--- src/rtl/seq_mult_pkg.sv ---
// Shared types and helpers for the sequential shift-add multiplier.
`timescale 1ns/1ps
package seq_mult_pkg;

   typedef enum logic {IDLE, CALC} state_e;

   localparam int MAX_WIDTH = 16;

   // Product is always twice the operand width; used to size the result path.
   function automatic int prod_width(input int w);
      return 2 * w;
   endfunction

   // Magnitude of a value when sign is set; the most-negative value maps to 2^(w-1).
   function automatic logic [MAX_WIDTH-1:0] abs_w(input logic [MAX_WIDTH-1:0] value,
                                                  input logic sign);
      return sign ? (~value + 1'b1) : value;
   endfunction

endpackage

--- src/rtl/seq_mult_ctrl.sv ---
// Sequencer for seq_mult_core: state, iteration count, busy/done and completion.
// Early completion is compiled in only with SEQ_MULT_EARLY_TERM_EN.
`timescale 1ns/1ps
module seq_mult_ctrl
   import seq_mult_pkg::*;
#(
   parameter int WIDTH = 4,
   parameter int CNT_W = $clog2(WIDTH + 1)
) (
   input  logic             clk,
   input  logic             rst_n,
   input  logic             start_i,
`ifdef SEQ_MULT_EARLY_TERM_EN
   input  logic             idleZero_i,
   input  logic             calcZero_i,
   output logic [CNT_W-1:0] cnt_o,
`endif
   output logic             load_o,
   output logic             step_o,
   output logic             finish_o,
   output logic             busy_o,
   output logic             done_o
);

   state_e           state_q, state_d;
   logic [CNT_W-1:0] cnt_q, cnt_d;
   logic             done_q;
   logic             lastStep;

   always_comb begin
      state_d  = state_q;
      cnt_d    = cnt_q;
      load_o   = 1'b0;
      step_o   = 1'b0;
      finish_o = 1'b0;
      lastStep = (cnt_q == CNT_W'(1));
`ifdef SEQ_MULT_EARLY_TERM_EN
      lastStep = lastStep | calcZero_i;
`endif
      case (state_q)
         IDLE: begin
            if (start_i) begin
               load_o  = 1'b1;
               cnt_d   = CNT_W'(WIDTH);
               state_d = CALC;
`ifdef SEQ_MULT_EARLY_TERM_EN
               // A zero multiplier finishes on the accepting edge itself.
               if (idleZero_i) begin
                  finish_o = 1'b1;
                  cnt_d    = '0;
                  state_d  = IDLE;
               end
`endif
            end
         end
         CALC: begin
            step_o = 1'b1;
            cnt_d  = cnt_q - 1'b1;
            if (lastStep) begin
               finish_o = 1'b1;
               cnt_d    = '0;
               state_d  = IDLE;
            end
         end
         default: state_d = IDLE;
      endcase
   end

   always_ff @(posedge clk or negedge rst_n) begin
      if (!rst_n) begin
         state_q <= IDLE;
         cnt_q   <= '0;
         done_q  <= 1'b0;
      end else begin
         state_q <= state_d;
         cnt_q   <= cnt_d;
         done_q  <= finish_o;
      end
   end

   assign busy_o = (state_q == CALC);
   assign done_o = done_q;
`ifdef SEQ_MULT_EARLY_TERM_EN
   assign cnt_o  = cnt_q;
`endif

endmodule

--- src/rtl/seq_mult_core.sv ---
// Sequential shift-add multiplier, unsigned or signed per operation, start/busy/done handshake.
// Optional early termination on exhausted multiplier bits: SEQ_MULT_EARLY_TERM_EN.
`timescale 1ns/1ps
module seq_mult_core
   import seq_mult_pkg::*;
#(
   parameter int WIDTH = 4,
   parameter int CNT_W = $clog2(WIDTH + 1)
) (
   input  logic                 clk,
   input  logic                 rst_n,
   input  logic                 start,
   input  logic                 signed_mode,
   input  logic [WIDTH-1:0]     op_a,
   input  logic [WIDTH-1:0]     op_b,
   output logic                 busy,
   output logic                 done,
   output logic [2*WIDTH-1:0]   product
);

   localparam int PROD_W = prod_width(WIDTH);

   logic               signA, signB;
   logic [WIDTH-1:0]   magA, magB;
   logic [WIDTH-1:0]   mcand_q, mplier_q, mplier_d;
   logic [WIDTH:0]     acc_q, acc_d, accSum;
   logic [2*WIDTH:0]   shifted;
   logic [PROD_W-1:0]  magProd, productNext, product_q;
   logic               neg_q;
   logic               load, step, finish;
`ifdef SEQ_MULT_EARLY_TERM_EN
   logic [CNT_W-1:0]   cnt;
   logic               idleZero, calcZero;
`endif

   seq_mult_ctrl #(.WIDTH(WIDTH), .CNT_W(CNT_W)) u_ctrl (
      .clk        (clk),
      .rst_n      (rst_n),
      .start_i    (start),
`ifdef SEQ_MULT_EARLY_TERM_EN
      .idleZero_i (idleZero),
      .calcZero_i (calcZero),
      .cnt_o      (cnt),
`endif
      .load_o     (load),
      .step_o     (step),
      .finish_o   (finish),
      .busy_o     (busy),
      .done_o     (done)
   );

   // One shift-add iteration; the acc keeps its carry bit before the joint right shift.
   always_comb begin
      signA    = signed_mode & op_a[WIDTH-1];
      signB    = signed_mode & op_b[WIDTH-1];
      magA     = WIDTH'(abs_w(MAX_WIDTH'(op_a), signA));
      magB     = WIDTH'(abs_w(MAX_WIDTH'(op_b), signB));
      accSum   = acc_q + (mplier_q[0] ? {1'b0, mcand_q} : '0);
      shifted  = {accSum, mplier_q} >> 1;
      acc_d    = shifted[2*WIDTH:WIDTH];
      mplier_d = shifted[WIDTH-1:0];
`ifdef SEQ_MULT_EARLY_TERM_EN
      magProd  = PROD_W'(shifted >> (cnt - 1'b1));
      idleZero = (magB == '0);
      calcZero = 1'b1;
      for (int i = 1; i < WIDTH; i++) begin
         if ((CNT_W'(i) < cnt) && mplier_q[i]) calcZero = 1'b0;
      end
`else
      magProd  = shifted[PROD_W-1:0];
`endif
      productNext = '0;
      if (step) productNext = neg_q ? (~magProd + 1'b1) : magProd;
   end

   always_ff @(posedge clk or negedge rst_n) begin
      if (!rst_n) begin
         mcand_q   <= '0;
         mplier_q  <= '0;
         acc_q     <= '0;
         neg_q     <= 1'b0;
         product_q <= '0;
      end else begin
         if (load) begin
            mcand_q  <= magA;
            mplier_q <= magB;
            acc_q    <= '0;
            neg_q    <= signA ^ signB;
         end else if (step) begin
            acc_q    <= acc_d;
            mplier_q <= mplier_d;
         end
         if (finish) product_q <= productNext;
      end
   end

   assign product = product_q;

endmodule
--- config.mk ---
export PLATFORM = sky130hd
export DESIGN_NAME = seq_mult_core
export DESIGN_NICKNAME = d
export VERILOG_FILES = /design/src/rtl/seq_mult_pkg.sv /design/src/rtl/seq_mult_ctrl.sv /design/src/rtl/seq_mult_core.sv
export SDC_FILE = /design/constraint.sdc
export NUM_CORES = 1
export LEC_CHECK = 0
export ABC_AREA = 1
export ABC_CLOCK_PERIOD_IN_PS = 5840
export CAP_MARGIN = 20
export CORE_ASPECT_RATIO = 1.4
export CORE_MARGIN = 8
export CORE_UTILIZATION = 48
export CTS_BUF_LIST = sky130_fd_sc_hd__clkbuf_8
export CTS_CLUSTER_DIAMETER = 120
export DETAILED_ROUTE_END_ITERATION = 7
export PLACE_DENSITY = 0.83
export SETUP_SLACK_MARGIN = 0.2
export SLEW_MARGIN = 20
export SYNTH_ARGS = -nofsm -noshare
export SYNTH_HDL_FRONTEND = slang
export SYNTH_SLANG_ARGS = --single-unit
--- constraint.sdc ---
create_clock -name clk -period 5.84 [get_ports clk]
set_input_delay 0.876 -clock clk [delete_from_list [all_inputs] [get_ports clk]]
set_output_delay 0.876 -clock clk [all_outputs]
set_load 0.01 [all_outputs]
==> summary.md, run 1 <==
| Metric | Value |
|---|---|
| Min-delay worst type | reg2reg |
| Endpoints failing setup | 0 |
| Placed inst area | 0.00174 mm2 |
| RSZ-0062 raised after global routing | no |
| Peak VDD IR | 0.256 mV |
| Cell Rows | 24 |
| Clock slew at reported path FFs | 80 ps |
| Reg2Reg Depth | 12 |
| Peak fanout along the critical path | 8 |
| Worst path cell trace | clkdlybuf4s50_1 |
| First-pass GRT wire length | 5290 um |
| CP peak stage delay | 620 ps |
| Ant diodes | 0 |
| Die area | 0.00520 mm2 |
| WL final | 3010 um |
| Slew @ Worst Pin | 566 ps |
| Placed cells | 236 |
| Post-route ant nets | 0 |
| P&R area growth vs syn | 20.7% |
| GR Layer Usage met2 | 0.245 |
| Fin crit period | 2360 ps |
| CP arrival | 1490 ps |
| Number of fillers in the final layout | 281 |
| Setup TNS Final | 0 ps |
| Register Area | 651 um2 |
| Post-Syn Area | 0.00150 mm2 |
| CTS root buffer | clkbuf_8 |
| Area of the core | 0.00306 mm2 |
| Fmax | 0.423 GHz |
| YS warnings | 0 |
| Hold depth | 2 |
| Pwr dens | 501 mW/mm2 |
| Cell variety after synth | 29 |
| Starting Density | 0.490 |
| Layout Utilization | 0.591 |
| Worst-case clock buffer depth | 2 |
| CTS tree | built |
| Worst path bufs/invs | 1 |
| Outcome | completed |
| Via density | 5.05 |
| Syn avg cell area | 8.43 um2 |
| Crit start category | flip-flop |
| # port buffers | 21 |
| Top delay family on crit path | buffers and inverters |
| H-tree depth | 1 |
| Total grt overflow | 0 |
| Vias | 1211 |
| Critical path type | reg2out |
| Clk Latency, worst-skew pair | 270 ps |
| Syn Inst Count | 178 |
| Final Wtd Congestion | 0.789 |
| Area of the multi-input gates | 703 um2 |
| Die width | 63.3 um |
| Yosys reg bits | 26 |
| Seq/Total Area, Yosys | 0.434 |
| Grt peak-use layer | met2 |
| Critical path depth | 1 |
| Largest net degree at the start of global routing | 27 |
| Wirelength per Cell | 12.6 um |
| M3 GR Usage | 0.0270 |
| Final cell count without fillers | 240 |
| Final Hold Vio Count | 0 |
| First-iteration detailed-routing DRC count | 24 |
| Layout cells sized above 1 | 0.0846 |
| Num Clock Sinks | 26 |
| P_leak | 0.891 nW |
| Initial antenna violation count | 0 |
| Max-cap violations | 0 |
| Critical path capture point type | output port |
| Hold slack final | 493 ps |
| DRC viols | 0 |
| Slew Viols, Final | 0 |
| Total track usage | 0.126 |
| Required @ worst endpoint | 4960 ps |
| Hold_buf cts | 0 |
| Design area | 0.00181 mm2 |
| Post-synth net total | 200 |
| Final Net Count | 224 |
| Clock skew | 9.98 ps |
| Num CTS Buffers | 3 |
| Die height | 82.1 um |
| I/O pin cnt | 22 |
| Vias in the first global route | 1255 |
| Pre-antenna DRT Iters | 4 |
| Relative slew margins | 0.622 |
| CTS-repair resized insts | 0 |
| Crit share post-route | 0.405 |
| CP max-delay cell | clkdlybuf4s50_1 |
| Met1 Track Usage GR | 0.128 |
| Post-DP HPWL | 2380 um |
| Setup Buffers After CTS | 0 |
power by group:
| group | switching, mW | internal, mW |
|---|---|---|
| registers | 0.0653 | 0.259 |
| clock network | 0.0565 | 0.0917 |
| logic | 0.240 | 0.195 |
| total | 0.361 | 0.545 |
per-layer routing:
| layer | routed length, um | share of wire | vias to the layer above |
|---|---|---|---|
| met4 | 57 | 0.019 | 0 |
| met2 | 1600 | 0.53 | 20 |
| li1 | - | - | 624 |
| met1 | 1270 | 0.42 | 562 |
| met3 | 84 | 0.028 | 5 |
| met5 | 0 | 0 | - |
logic make-up after synthesis:
family,Yosys count,share of synthesized area
flip-flops,26,0.434
buffers and inverters,32,0.0976
adder cells (fa/ha/maj),10,0.0884
AND/OR/NAND/NOR,70,0.203
XOR/XNOR,7,0.0409
AO/OA/AOI/OAI,33,0.137
stage by stage:
step	power (mW)	setup WS (ps)
final	0.907	3480
after global routing	0.981	3410
after CTS	0.915	3460
after detailed placement	0.763	3710
after global placement	0.749	3730
after floorplan	0.628	3990
layout make-up:
| class | instances | area share |
|---|---|---|
| flip-flops and latches | 26 | 0.359 |
| multi-input cells | 120 | 0.388 |
| clock buffers | 3 | 0.0228 |
| repair buffers | 22 | 0.120 |
| well taps | 39 | 0.0270 |
| inverters | 29 | 0.0657 |
| clock inverters | 1 | 0.0166 |
path summary, 6_finish.rpt:
| path | start | endpoint | slack [ps] |
|---|---|---|---|
| max | u_ctrl.busy_o | busy | 3480 |
| min | product[6] | product[6] | 490 |
| max reg2reg | mplier_q[0] | product[7] | 3710 |
| min reg2reg | product[6] | product[6] | 490 |
| max in group asynchronous | rst_n | mcand_q[1] | 4610 |
| min in group asynchronous | rst_n | u_ctrl.done_o | 980 |
cell usage in the layout, fill, tap and decap left out:
master	count
clkbuf_8	3
o211ai_1	1
o22ai_1	1
bufinv_16	1
o21ai_0	14
inv_6	2
nor3_4	1
inv_1	25
a21oi_1	5
buf_4	1
dfrtp_1	26
a21oi_2	1
fa_1	1
ha_1	9
or2_2	1
inv_2	2
nor2_4	1
o221ai_1	3
o21ai_2	3
xnor2_1	2
nand3_1	9
nor2_1	11
nor2_2	1
o21a_1	3
nand4_1	1
nor3_1	2
xor2_1	5
o21ai_1	1
clkdlybuf4s50_1	21
nand2_1	43
a22oi_1	1
registers in the layout, indices dropped and copies added, names as in the netlist:
register / cells
acc_q: 4
mcand_q: 4
mplier_q: 4
neg_q: 1
product: 8
u_ctrl.busy_o: 1
u_ctrl.cnt_q: 3
u_ctrl.done_o: 1
cells in the mapped netlist, drive strengths merged:
master	instances	area (um2)
dfrtp	26	651
a22oi	1	7.51
or2	1	6.26
a21oi	6	33.8
nand3	9	45.0
xor2	5	43.8
o221ai	3	26.3
inv	29	119
nand4	1	6.26
nand2	43	161
nor3	3	26.3
buf	3	27.5
fa	1	20.0
o21a	3	22.5
o21ai	18	101
o211ai	1	7.51
nor2	13	58.8
o22ai	1	6.26
ha	9	113
xnor2	2	17.5
Power figures use the tool's default switching activity.
==> run 2: changes to the inputs <==
--- a/config.mk
+++ b/config.mk
@@ -6,7 +6,7 @@
 export NUM_CORES = 1
 export LEC_CHECK = 0
 export ABC_AREA = 1
-export ABC_CLOCK_PERIOD_IN_PS = 5840
+export ABC_CLOCK_PERIOD_IN_PS = 2300
 export CAP_MARGIN = 20
 export CORE_ASPECT_RATIO = 1.4
 export CORE_MARGIN = 8
==> constraint.sdc (replaced) <==
create_clock -name clk -period 2.3 [get_ports clk]
set_input_delay 0.345 -clock clk [delete_from_list [all_inputs] [get_ports clk]]
set_output_delay 0.345 -clock clk [all_outputs]
set_load 0.01 [all_outputs]
==> run 2 against run 1 <==
Global-route usage decreased by 0.50 points; critical path depth increased by 11; final area rose by 0.14%; clock skew decreased by 7.1 ps; final cell count unchanged; power rose to 2.5 times the previous value; largest power group unchanged.
==> summary.md, run 2 (synthesized netlist as in run 1, its figures left out) <==
| Metric | Value |
|---|---|
| Outcome | completed |
| Critical path capture point type | flip-flop |
| Layout cells sized above 1 | 0.0896 |
| Die height | 82.1 um |
| Area of the multi-input gates | 706 um2 |
| DRC viols | 0 |
| Commonest cells after routing, fill and taps aside | nand2_1, dfrtp_1, inv_1 |
| Pre-CTS setup slack | 271 ps |
| Worst path bufs/invs | 1 |
| # port buffers | 21 |
| Final cell count without fillers | 240 |
| CTS tree | built |
| P&R area growth vs syn | 20.9% |
| Die width | 63.3 um |
| Critical path type | reg2reg |
| CP arrival | 2130 ps |
| Register Area | 651 um2 |
| Num Clock Sinks | 26 |
| CTS-repair resized insts | 0 |
| Clock slew at reported path FFs | 90 ps |
| Wirelength per Cell | 12.3 um |
| Top delay family on crit path | simple AND/OR/NAND/NOR gates |
| Initial antenna violation count | 0 |
| Total track usage | 0.121 |
| Via density | 5.07 |
| First-pass GRT wire length | 5110 um |
| CP peak stage delay | 460 ps |
| Post-route ant nets | 0 |
| RSZ-0062 raised after global routing | no |
| Pre-antenna DRT Iters | 4 |
| Post-route setup slack | 317 ps |
| Required @ worst endpoint | 2450 ps |
| Setup Buffers After CTS | 0 |
| Cell Rows | 24 |
| Vias in the first global route | 1212 |
| Endpoints failing setup | 0 |
| Max-cap violations | 0 |
| Fmax | 0.504 GHz |
| Num CTS Buffers | 3 |
| First-iteration detailed-routing DRC count | 23 |
| Slew @ Worst Pin | 544 ps |
| Final Net Count | 224 |
| Final Wtd Congestion | 0.829 |
| Max reg flops | 8 |
| Peak VDD IR | 0.593 mV |
| Largest net degree at the start of global routing | 27 |
| Reg2Reg Depth | 12 |
| Ant diodes | 0 |
| Reg-to-reg critical path startpoint | mplier_q[0] |
| P_leak | 0.889 nW |
| Final Hold Vio Count | 0 |
| Hold_buf cts | 0 |
| Most common cell after layout, fill and taps aside | nand2_1 |
| Crit start category | flip-flop |
| Worst path cell trace | nand2_1 -> inv_1 -> ha_1 -> fa_2 -> nor2_1 -> nand3_1 -> nor2_1 -> nand3_1 -> nand2_1 -> nand2_1 -> nand2_1 -> a21oi_2 |
| Vias | 1217 |
| I/O pin cnt | 22 |
| Post-DP HPWL | 2300 um |
| Hold slack final | 430 ps |
| Most common cell on crit path | nand2_1 |
| Clock skew | 2.86 ps |
| RR Endpoint | product[7] |
| Worst-case clock buffer depth | 2 |
| Placed cells | 236 |
| Slew Viols, Final | 0 |
| Number of fillers in the final layout | 268 |
| Total grt overflow | 0 |
| Starting Density | 0.490 |
| WL final | 2960 um |
| Relative slew margins | 0.636 |
| Flop2flop setup slack | 320 ps |
| CTS root buffer | clkbuf_8 |
| Peak fanout along the critical path | 5 |
| Min-delay worst type | in2async |
| Fin crit period | 1980 ps |
| H-tree depth | 1 |
| CP max-delay cell | fa_2 |
| Die area | 0.00520 mm2 |
| Setup TNS Final | 0 ps |
| Pwr dens | 1270 mW/mm2 |
| Area of the core | 0.00306 mm2 |
| Clk Latency, worst-skew pair | 270 ps |
| Crit share post-route | 0.862 |
==> run 2: per-layer routing <==
layer	vias up	global-route usage	wire, um	share of wire
met4	0	0.0649	71	0.024
met2	23	0.235	1600	0.54
li1	621	-	-	-
met1	566	0.123	1200	0.40
met5	-	0	0	0
met3	7	0.0202	88	0.030
==> run 2: how the worst max path moves through the flow <==
stage / start / end / slack (ps) / cells after the start
2_1_floorplan: mplier_q[0] / product[7] / 450 / 12
3_3_place_gp: mplier_q[0] / product[7] / 350 / 12
3_5_place_dp: mplier_q[0] / product[7] / 270 / 12
4_1_cts: mplier_q[0] / product[7] / 250 / 12
5_1_grt: mplier_q[0] / product[7] / 200 / 12
6_report: mplier_q[0] / product[7] / 320 / 12
==> run 2: worst register-to-register path, stage by stage (launching register included) <==
cell and delay (ps):
dfrtp_1 430, nand2_1 70, inv_1 40, ha_1 200
fa_2 460, nor2_1 120, nand3_1 100, nor2_1 120
nand3_1 100, nand2_1 70, nand2_1 40, nand2_1 60
a21oi_2 50
==> run 2: final cells by class <==
type | count | share of cell area
clock buffer | 3 | 0.0228
clock inverter | 1 | 0.0166
tap | 39 | 0.0269
sequential | 26 | 0.359
timing repair buffer | 22 | 0.120
multi-input combinational | 120 | 0.389
inverter | 29 | 0.0656
==> run 2: where the power goes <==
part	total [mW]	internal, mW	leakage, nW	switching [mW]
logic	1.11	0.498	0.530	0.610
registers	0.818	0.657	0.323	0.160
clock network	0.381	0.233	0.0357	0.148
==> run 2: stage by stage <==
stage	area, um2	utilization	power (mW)
3_3_place_gp	1740	0.568	1.89
3_5_place_dp	1740	0.568	1.94
6_report	1810	0.592	2.31
5_1_grt	1810	0.592	2.49
2_1_floorplan	1500	-	1.59
4_1_cts	1810	0.591	2.32
